$ cat src/rtl/data_mem_arbiter.sv
// Two-requester arbiter for a single-port data memory: round-robin with optional
// bounded burst locking, one access per two cycles, out-of-range accesses flagged as errors.
module data_mem_arbiter #(
    parameter int unsigned len_addr  = 11,
    parameter int unsigned len_data  = 16,
    parameter int unsigned ram_depth = 2048,
    parameter int unsigned max_burst = 8
) (
    input  logic                clk,
    input  logic                reset,
    input  logic                req0,
    input  logic                req1,
    input  logic                wr0,
    input  logic                wr1,
    input  logic                lock0,
    input  logic                lock1,
    input  logic [len_addr-1:0] addr0,
    input  logic [len_addr-1:0] addr1,
    input  logic [len_data-1:0] wdata0,
    input  logic [len_data-1:0] wdata1,
    output logic                gnt0,
    output logic                gnt1,
    output logic                rvalid0,
    output logic                rvalid1,
    output logic [len_data-1:0] rdata0,
    output logic [len_data-1:0] rdata1,
    output logic                err0,
    output logic                err1,
    output logic                mem_rd,
    output logic                mem_wr,
    output logic [len_addr-1:0] mem_addr,
    output logic [len_data-1:0] mem_wdata,
    input  logic [len_data-1:0] mem_rdata
);

    localparam int unsigned CNT_W = $clog2(max_burst + 1);

    typedef enum logic [1:0] {
        IDLE   = 2'd0,
        ACCESS = 2'd1,
        RESP   = 2'd2
    } state_t;

    typedef struct packed {
        logic                wr;
        logic                oor;
        logic [len_addr-1:0] addr;
        logic [len_data-1:0] wdata;
    } acc_t;

    state_t           state, next_state;
    acc_t             acc, next_acc;
    logic             owner, next_owner;
    logic             last_srv, next_last;
    logic             lock_lat, next_lock;
    logic [CNT_W-1:0] burst_cnt, next_cnt;
    logic             winner;
    logic [len_addr-1:0] win_addr;

    // State and latched-transaction registers; last_srv=1 so requester 0 wins the first tie
    always_ff @(posedge clk or negedge reset) begin
        if (!reset) begin
            state     <= IDLE;
            acc       <= '0;
            owner     <= 1'b0;
            last_srv  <= 1'b1;
            lock_lat  <= 1'b0;
            burst_cnt <= '0;
        end else begin
            state     <= next_state;
            acc       <= next_acc;
            owner     <= next_owner;
            last_srv  <= next_last;
            lock_lat  <= next_lock;
            burst_cnt <= next_cnt;
        end
    end

    // Arbitration, next-state and output decode
    always_comb begin
        next_state = state;
        next_acc   = acc;
        next_owner = owner;
        next_last  = last_srv;
        next_lock  = lock_lat;
        next_cnt   = burst_cnt;
        winner     = 1'b0;
        win_addr   = '0;
        gnt0       = 1'b0;
        gnt1       = 1'b0;
        rvalid0    = 1'b0;
        rvalid1    = 1'b0;
        err0       = 1'b0;
        err1       = 1'b0;
        mem_rd     = 1'b0;
        mem_wr     = 1'b0;
        mem_addr   = '0;
        mem_wdata  = '0;

        unique case (state)
            IDLE, RESP: begin
                if (req0 || req1) begin
                    if (req0 && req1) begin
                        // A locked owner keeps the memory until its burst budget is spent
                        if (state == RESP && lock_lat) begin
                            winner = (burst_cnt >= CNT_W'(max_burst)) ? ~owner : owner;
                        end else begin
                            winner = ~last_srv;
                        end
                    end else begin
                        winner = req1;
                    end

                    win_addr        = winner ? addr1 : addr0;
                    next_acc.wr     = winner ? wr1 : wr0;
                    next_acc.addr   = win_addr;
                    next_acc.wdata  = winner ? wdata1 : wdata0;
                    next_acc.oor    = (32'(win_addr) >= ram_depth);
                    next_lock       = winner ? lock1 : lock0;
                    next_owner      = winner;
                    next_last       = winner;
                    if (winner != owner || burst_cnt == '0) begin
                        next_cnt = CNT_W'(1);
                    end else if (burst_cnt < CNT_W'(max_burst)) begin
                        next_cnt = burst_cnt + CNT_W'(1);
                    end
                    next_state = ACCESS;
                end else begin
                    next_state = IDLE;
                end

                if (state == RESP) begin
                    if (acc.oor) begin
                        err0 = ~owner;
                        err1 = owner;
                    end else if (!acc.wr) begin
                        rvalid0 = ~owner;
                        rvalid1 = owner;
                    end
                end
            end
            ACCESS: begin
                gnt0      = ~owner;
                gnt1      = owner;
                mem_addr  = acc.addr;
                mem_wdata = acc.wdata;
                mem_rd    = ~acc.oor & ~acc.wr;
                mem_wr    = ~acc.oor & acc.wr;
                next_state = RESP;
            end
            default: next_state = IDLE;
        endcase

        rdata0 = rvalid0 ? mem_rdata : '0;
        rdata1 = rvalid1 ? mem_rdata : '0;
    end

endmodule

$ cat config.mk
export PLATFORM = sky130hd
export DESIGN_NAME = data_mem_arbiter
export DESIGN_NICKNAME = d
export VERILOG_FILES = /design/src/rtl/data_mem_arbiter.sv
export SDC_FILE = /design/constraint.sdc
export NUM_CORES = 1
export LEC_CHECK = 0
export CELL_PAD_IN_SITES_DETAIL_PLACEMENT = 2
export CELL_PAD_IN_SITES_GLOBAL_PLACEMENT = 2
export CORE_MARGIN = 1.5
export CORE_UTILIZATION = 22
export DETAILED_ROUTE_END_ITERATION = 8
export PLACE_DENSITY_LB_ADDON = 0.1
export SLEW_MARGIN = 20
export SYNTH_ARGS = -nofsm -noshare
export SYNTH_HDL_FRONTEND = slang
export SYNTH_SLANG_ARGS = --single-unit
$ cat constraint.sdc
create_clock -name clk -period 4.7 [get_ports clk]
set_clock_uncertainty 0.05 [all_clocks]
set_input_delay 0.94 -clock clk [delete_from_list [all_inputs] [get_ports clk]]
set_output_delay 0.94 -clock clk [all_outputs]
set_load 0.1 [all_outputs]
* Word level (Yosys, flattened, before mapping) *
Index checks and enable logic that the tools add are counted.

word-level totals
  register bits = 37
  bits of input ports = 78
  output and inout port bits = 67
  logic and storage cells = 54

operators by class
  add/subtract/negate cells = 1
  $lt $le $gt $ge = 2
  eq/ne operators = 3
  mux-type cells = 27
  bitwise operators = 3
  reduce and logical (&&, ||, !) cells = 10

operators by type and width
  operator                                                               number
  16-bit two-way mux                                                     4
  11-bit two-way mux                                                     2
  1-bit two-way mux                                                      18
  4-bit two-way mux                                                      2
  4-bit by 1-bit adder with 4-bit output, second input constant          1
  4-bit >= comparator, second input constant                             1
  4-bit logical NOT                                                      1
  4-bit less-than comparator, second input constant                      1
  2-bit case mux with 2 select lines                                     1
  1-bit NOT                                                              3
  3-bit AND reduction                                                    1
  2-bit by 1-bit equality test with 1-bit output, second input constant  1
  2-bit equality test, second input constant                             1
  1-bit logical AND                                                      2
  2-bit logical NOT                                                      1
  1-bit logical OR                                                       2
  2-bit AND reduction                                                    1
  2-bit nonzero test                                                     1
  2-bit OR reduction                                                     1
  1-bit != test                                                          1

* Longest topological paths before layout *
Gate-level depths: netlist (run 1).

  depth after elaboration = 10
  depth in mapped cells = 7
  gate-level depth less buffers = 5

* Worst setup path before layout (run 1) *
Ideal clock, no wire load.

  path type = register to output
  from = reg owner
  to = out rdata0[10]
  data arrival time = 2.791 ns
  data required time = 3.710 ns
  slack = 0.919 ns
  cell stages (with the launch flop) = 5
  path buffers = 2
  cell sequence = dfrtp_1 > buf_2 > nor4b_2 > clkbuf_1 > and2_1

on the way
  longest elaborated chain between the ends = 5

RTL lines
  element                   RTL line  text
  start: declaration        53        logic owner, next_owner;
  start signal: assignment  72        owner <= next_owner;
  1-bit NOT                 137       rvalid0 = ~owner;
  1-bit two-way mux         136       end else if (!acc.wr) begin
  1-bit two-way mux         132       if (state == RESP) begin
  1-bit two-way mux         100       unique case (state)
  via rvalid0               23        output logic rvalid0,
  16-bit two-way mux        154       rdata0 = rvalid0 ? mem_rdata : '0;
  end: declaration          25        output logic [len_data-1:0] rdata0,

The timed path passes the listed nets, and every way through them passes these cells.

* Final worst setup path (run 1) *
  from = reg state[0]
  to = out gnt0

on the way
  longest elaborated chain between the ends = 2

RTL lines
  element                                         RTL line  text
  start: declaration                              51        state_t state, next_state;
  start signal: assignment                        70        state <= next_state;
  2-bit by 1-bit equality test with 1-bit output  100
  1-bit two-way mux                               100
  end: declaration                                21        output logic gnt0,

Every way passes these cells.

==> results.cfg, run 1 <==
[outcome]
outcome = finished clean

[logic_synthesis]
avgSynthCellArea_um2 = 8.93
synthArstFlopShare_pct = 100
synth_cells = 286
synth_edf_count = 0
syn_area_um2 = 2550
synth.distinct_cells = 35
yosysWarnings = 0
yosysSeqAreaShare_pct = 36.3
ys.flop_type = dfrtp_1
ys_seq_elements = 37

[placed_design]
dp_hpwl_um = 6650
portBuffers = 142
dpl_cell_area_um2 = 3950
gp_congestion = 0.713

[detailed_routing]
routed_wl_um = 9410
drtPass1Iterations = 3
wl_per_cell_um = 16.9
drt_first_iter_violations = 53
drc_errors = 0
vias = 2580
drtAntennaViolNets = 0
post_drt_via_cell_ratio = 4.64

[timing]
rsz0062_at_grt = no
slew_headroom_pct = 33.2
slew_violations = 0
fmaxAchievable_mhz = 276
fin_setup_tns_ps = 0
tightest_slew_ps = 1000
setup_viol = 0
period_minus_slack_ps = 3630
finalCritPeriodShare_pct = 77.2
hold_violations = 0

[floorplanning]
pin_count = 145
fp.dieW_um = 111
fp.dieH_um = 111
core_region_area_um2 = 11400
placementRows = 39
dieArea_um2 = 12300
initial_core_util_pct = 22.5

[clock_tree]
cts_max_path_buffers = 2
cts_resized = 0
cts_hold_buf = 0
h-tree-depth = 2
cts_made_buffers = 5
postCtsSetupBuffers = 0
clkLatencyLatePin_ps = 270
cts_tree = built
clk_pin_slew_ps = 50
root_buffer = clkbuf_16
cts_num_sinks = 37

[final_layout]
nets = 494
diodes = 0
nFillCells = 1277
drive_gt1_share_pct = 24.2
syn2layout_area_growth_pct = 59.6
fin_area_um2 = 4080

[critical_path]
setup.worst_path.class = flop to output pin
worstPathArrival_ps = 2640
critical_path.max_fanout = 15
worstSetupStartpointType = flop
end_kind = output pin
reg2reg_depth = 4
cp.required_ps = 3710

[grt]
grt_pass1_vias = 2830
grt_max_degree = 38
grt_pass1_wl_um = 15300
grt_overflow = 0
grt_util_all_layers_pct = 15.4
antenna_found_initial = 0

[flow_run]
max_cap_violations = 0

[pwr]
p_per_area_nw_per_um2 = 390
p_leak_nw = 1.78
vdd_drop_max_mv = 0.129

[min_path]
hp-class = flop to flop
hold_depth = 2
per-layer routing:
metal / vias up / GRT usage [%] / share of wire, %
li1: 1231 / - / -
met1: 1275 / 19.8 / 45
met2: 72 / 27.5 / 51
met3: 2 / 2.41 / 3.6
met4: 0 / 2.82 / 0.43
met5: - / 0 / 0
cell usage in the layout (no fill, tap or decap), drive strengths merged, types with 3 or more instances in the layout:
master	netlist	final
nand2	61	61
clkdlybuf4s50	0	91
nor2b	4	4
inv	6	6
nor4b	3	3
buf	14	57
o21ai	3	3
clkbuf	14	5
and2	61	61
o211ai	58	58
dfrtp	36	36
worst max-delay path, cell delays in order (launching register included):
cell and delay, ps:
dfrtp_1 480, nor2b_2 540, nor2b_1 200, clkdlybuf4s50_1 1150
synthesized netlist by cell type, types with 3 or more instances:
| cell type | instances | area, um2 |
|---|---|---|
| inv_1 | 5 | 18.8 |
| dfrtp_1 | 36 | 901 |
| o21ai_1 | 3 | 15.0 |
| nand2_1 | 61 | 229 |
| o211ai_2 | 28 | 350 |
| nor2b_1 | 4 | 25.0 |
| buf_2 | 8 | 40.0 |
| o211ai_1 | 30 | 225 |
| buf_4 | 3 | 22.5 |
| clkbuf_1 | 14 | 52.6 |
| and2_1 | 61 | 382 |
| buf_6 | 3 | 33.8 |
final timing paths:
check / startpoint / endpoint / slack [ps]
setup / recovery: state[0] / gnt0 / 1070
hold / removal: acc[23] / acc[23] / 440
setup reg to reg: state[0] / acc[21] / 2450
hold reg to reg: acc[23] / acc[23] / 440
max in group asynchronous: reset / acc[12] / 3230
min in group asynchronous: reset / acc[18] / 780
registers in the layout (all words and copies together) (netlist names):
signal and flops:
state 2, acc 28, last_srv 1, owner 1, lock_lat 1, burst_cnt 4
power by group:
group          internal (mW)  total, mW  leakage [nW]  switching, mW
Combinational          0.254      0.825          1.26          0.571
Clock                  0.189      0.312        0.0655          0.123
Sequential             0.398      0.454         0.455         0.0563
Total                  0.841       1.59          1.78          0.750
through the flow:
step | total power [mW] | setup slack [ps] | hold slack, ps | cells | util, %
2_1_floorplan | 1.06 | 919 | 407 | 287 | -
3_3_place_gp | 1.28 | 1410 | 423 | 550 | 34.6
3_5_place_dp | 1.29 | 1300 | 430 | 550 | 34.7
4_1_cts | 1.62 | 1010 | 443 | 556 | 35.9
5_1_grt | 1.68 | 909 | 462 | 556 | 35.9
6_report | 1.59 | 1070 | 437 | 556 | 35.9
logic make-up (layout without fill, tap and decap cells):
kind of cell,after synthesis,count (layout),share of synthesized area [%]
AOI/OAI and AO/OA,69,69,25.5
xor gates and xnor gates,1,1,0.343
adders and majority gates,2,2,0.980
buffers and inverters,34,160,6.71
DFF,37,37,36.3
muxes,1,1,0.392
other,1,2,0.147
and+or+nand+nor,141,141,29.6
final cells by class:
class | count | area (um2) | share of cell area, %
inverter | 6 | 22.5 | 0.552
timing repair buffer | 148 | 1340 | 32.8
clock inverter | 1 | 5.00 | 0.123
sequential | 37 | 927 | 22.7
tap | 143 | 179 | 4.39
clock buffer | 5 | 125 | 3.07
multi-input combinational | 216 | 1480 | 36.3
No activity file was read; power rests on OpenSTA's default activity.
==> run 2: changes to the inputs <==
Settings changed: CORE_UTILIZATION 22 to 19.
Clock period 4.7 ns to 3.1 ns, I/O delays scaled along.
==> results.cfg, run 2 (synthesis gave the netlist of run 1 again) <==
[outcome]
outcome = finished clean

[clock_tree]
cts_num_sinks = 37
clkLatencyLatePin_ps = 280
postCtsSetupBuffers = 0
root_buffer = clkbuf_16
h-tree-depth = 2
cts_tree = built
cts_made_buffers = 5
cts_max_path_buffers = 2
clk_pin_slew_ps = 60
cts_hold_buf = 0
cts_resized = 0

[timing]
period_minus_slack_ps = 2580
finalCritPeriodShare_pct = 83.2
setup_viol = 0
hold_violations = 0
hold_slack_ps = 420
fin_setup_tns_ps = 0
rsz0062_at_grt = no
fmaxAchievable_mhz = 388
tightest_slew_ps = 910
slew_headroom_pct = 39.4
fin_ws_ps = 520
slew_violations = 0

[floorplanning]
fp.dieH_um = 119
core_region_area_um2 = 13200
pin_count = 145
fp.dieW_um = 119
dieArea_um2 = 14100
initial_core_util_pct = 19.4
placementRows = 42

[final_layout]
largest-register = acc
diodes = 0
largest_register_ffs = 28
stdcell_count = 593
fin_area_um2 = 4610
nets = 496
syn2layout_area_growth_pct = 80.4
finish.utilization_pct = 34.9
drive_gt1_share_pct = 28.5
layout_commonest_cell = clkdlybuf4s50_1
most-common-layout-cells = 76 x clkdlybuf4s50_1, 61 x and2_1, 61 x nand2_1
reg_top3 = acc: 28 flops, burst_cnt: 4 flops, state: 2 flops

[pwr]
p_leak_nw = 1.95
finalPower_mw = 2.64
vdd_drop_max_mv = 0.289
p_per_area_nw_per_um2 = 572

[placed_design]
gp_congestion = 0.706
dpl_cell_area_um2 = 4450
portBuffers = 142
dpl_worst_slack_ps = 397
dp_hpwl_um = 7590
dpl.cell_count = 585

[detailed_routing]
drtPass1Iterations = 4
drc_errors = 0
post_drt_via_cell_ratio = 4.46
wl_per_cell_um = 16.9
drtAntennaViolNets = 0
routed_wl_um = 10000
vias = 2645
drt_first_iter_violations = 47

[critical_path]
setup.worst_path.class = flop to output pin
end_kind = output pin
critical_path.max_fanout = 22
rr_endpoint = acc[28]
worstSetupStartpointType = flop
r2r-start = state[0]
worstPathArrival_ps = 1910
cp.required_ps = 2430
reg2reg_depth = 5
r2r_setup_slack_ps = 1220

[grt]
grt_overflow = 0
grt_util_all_layers_pct = 14.4
grt_pass1_vias = 2860
antenna_found_initial = 0
grt_max_degree = 60
grt_pass1_wl_um = 16100

[min_path]
hp-class = primary input to asynchronous set/reset pin

[flow_run]
max_cap_violations = 0
[run 2: power breakdown]
group          internal [mW]  switching [mW]  total (mW)
Sequential             0.602          0.0890       0.691
Combinational          0.502           0.896        1.40
Clock                  0.341           0.207       0.548
Total                   1.45            1.19        2.64
[run 2: how the worst max path moves through the flow]
stage / start / depth (start not counted) / slack, ps / to
global route: state[0] / 4 / 350 / mem_wdata[1]
finish: state[0] / 4 / 520 / mem_wdata[1]
global placement: req0 / 7 / 510 / acc[24]
detailed placement: req0 / 7 / 400 / acc[5]
CTS: state[0] / 4 / 460 / mem_wdata[1]
floorplan: owner / 4 / 100 / rdata0[10]
[run 2: layout make-up]
cell class                 count  area, um2
sequential                    37        927
clock buffer                   7        153
multi-input combinational    216       1470
fill                        1450       8580
inverter                       6       22.5
tap                          176        220
timing repair buffer         150       1810
clock inverter                 1       5.00
[run 2: critical path, stage by stage, from the launching register on]
cell	delay, ps
dfrtp_1	460
nor2b_2	500
buf_12	220
and2_1	160
buf_4	290
[run 2: per-layer routing]
layer / vias up / global-route usage (%) / share of wire (%)
met2: 89 / 25.1 / 50
met3: 6 / 3.40 / 6.6
li1: 1239 / - / -
met4: 0 / 2.71 / 0.68
met5: - / 0 / 0
met1: 1311 / 18.3 / 43
==> run 3: changes to the inputs <==
Settings changed: CORE_UTILIZATION 19 to 21.
Clock period 3.1 ns to 2.6 ns, I/O delays scaled along.
==> results.cfg, run 3 (synthesis gave the netlist of run 1 again) <==
[outcome]
outcome = finished clean

[placed_design]
dpl_cell_area_um2 = 4810
dpl_worst_slack_ps = 207
portBuffers = 142
gp_congestion = 0.674
dpl.cell_count = 561
dp_hpwl_um = 7270

[grt]
grt_pass1_vias = 2942
grt_overflow = 0
grt_util_all_layers_pct = 15.3
grt_pass1_wl_um = 15600
grt_max_degree = 38
antenna_found_initial = 0

[timing]
slew_headroom_pct = 39.7
fin_setup_tns_ps = 0
tightest_slew_ps = 904
slew_violations = 0
fmaxAchievable_mhz = 433
hold_slack_ps = 304
finalCritPeriodShare_pct = 88.8
period_minus_slack_ps = 2310
fin_ws_ps = 290
rsz0062_at_grt = no
setup_viol = 0
hold_violations = 0

[final_layout]
layout_commonest_cell = clkdlybuf4s50_1
reg_top3 = acc: 28 flops, burst_cnt: 4 flops, state: 2 flops
nFillCells = 1268
seq_area_um2 = 927
diodes = 0
multi_input_area_um2 = 1490
most-common-layout-cells = 76 x clkdlybuf4s50_1, 67 x buf_12, 61 x nand2_1
fin_area_um2 = 4960
nets = 501
syn2layout_area_growth_pct = 94.1
finish.utilization_pct = 41.6
largest_register_ffs = 28
stdcell_count = 569
drive_gt1_share_pct = 33.2
largest-register = acc

[critical_path]
critical_path.max_fanout = 17
worstSetupStartpointType = flop
worstPathArrival_ps = 1740
r2r_setup_slack_ps = 760
rr_endpoint = acc[21]
end_kind = output pin
r2r-start = state[0]
reg2reg_depth = 5
setup.worst_path.class = flop to output pin
cp.required_ps = 2030

[clock_tree]
postCtsSetupBuffers = 0
cts_max_path_buffers = 2
cts_made_buffers = 5
cts_hold_buf = 0
clkLatencyLatePin_ps = 280
cts_resized = 0
root_buffer = clkbuf_16
cts_tree = built
clk_pin_slew_ps = 60
cts_num_sinks = 37
h-tree-depth = 2

[detailed_routing]
drtAntennaViolNets = 0
vias = 2663
wl_per_cell_um = 16.8
drc_errors = 0
post_drt_via_cell_ratio = 4.68
drtPass1Iterations = 3
drt_first_iter_violations = 39
routed_wl_um = 9570

[floorplanning]
pin_count = 145
initial_core_util_pct = 21.4
placementRows = 40
dieArea_um2 = 12800
fp.dieH_um = 113
fp.dieW_um = 113
core_region_area_um2 = 11900

[pwr]
p_per_area_nw_per_um2 = 647
p_leak_nw = 2.06
finalPower_mw = 3.21
vdd_drop_max_mv = 0.292

[flow_run]
max_cap_violations = 0

[min_path]
hp-class = primary input to asynchronous set/reset pin
[run 3: cell count changes in the layout (fill, tap and decap cells not counted), sizes merged]
cell    previous run  this run
clkbuf             7         8
clkinv             1         0
buf               74        79
[run 3: area by class of cell]
cell class | instances | share of cell area [%]
clock buffer | 8 | 2.95
tap | 147 | 3.71
inverter | 6 | 0.454
multi-input combinational | 216 | 30.0
timing repair buffer | 155 | 44.2
sequential | 37 | 18.7
[run 3: worst max path at each step]
stage | from | to | slack, ps | cells after the start
CTS | owner | rdata1[0] | 250 | 3
finish | owner | rdata1[0] | 290 | 3
detailed placement | req1 | burst_cnt[1] | 210 | 5
global placement | req1 | burst_cnt[1] | 220 | 5
global route | owner | rdata1[15] | 180 | 3
floorplan | state[0] | gnt0 | 9 | 2
[run 3: critical path: stages, from the launching register on]
cell      delay [ps]
dfrtp_1          530
and4bb_2         510
and2_1           240
buf_12           180
[run 3: power by group]
group          leakage (nW)  total [mW]  internal (mW)  switching (mW)
Combinational          1.53        1.77          0.685            1.08
Clock                0.0712       0.620          0.383           0.237
Sequential            0.455       0.821          0.718           0.103
[run 3: per-layer routing]
layer	up-vias	track usage [%]	share of wire (%)
met5	-	0	0
met4	0	4.25	1.2
met3	9	2.09	4.4
met2	99	27.9	51
met1	1304	18.9	43
li1	1251	-	-
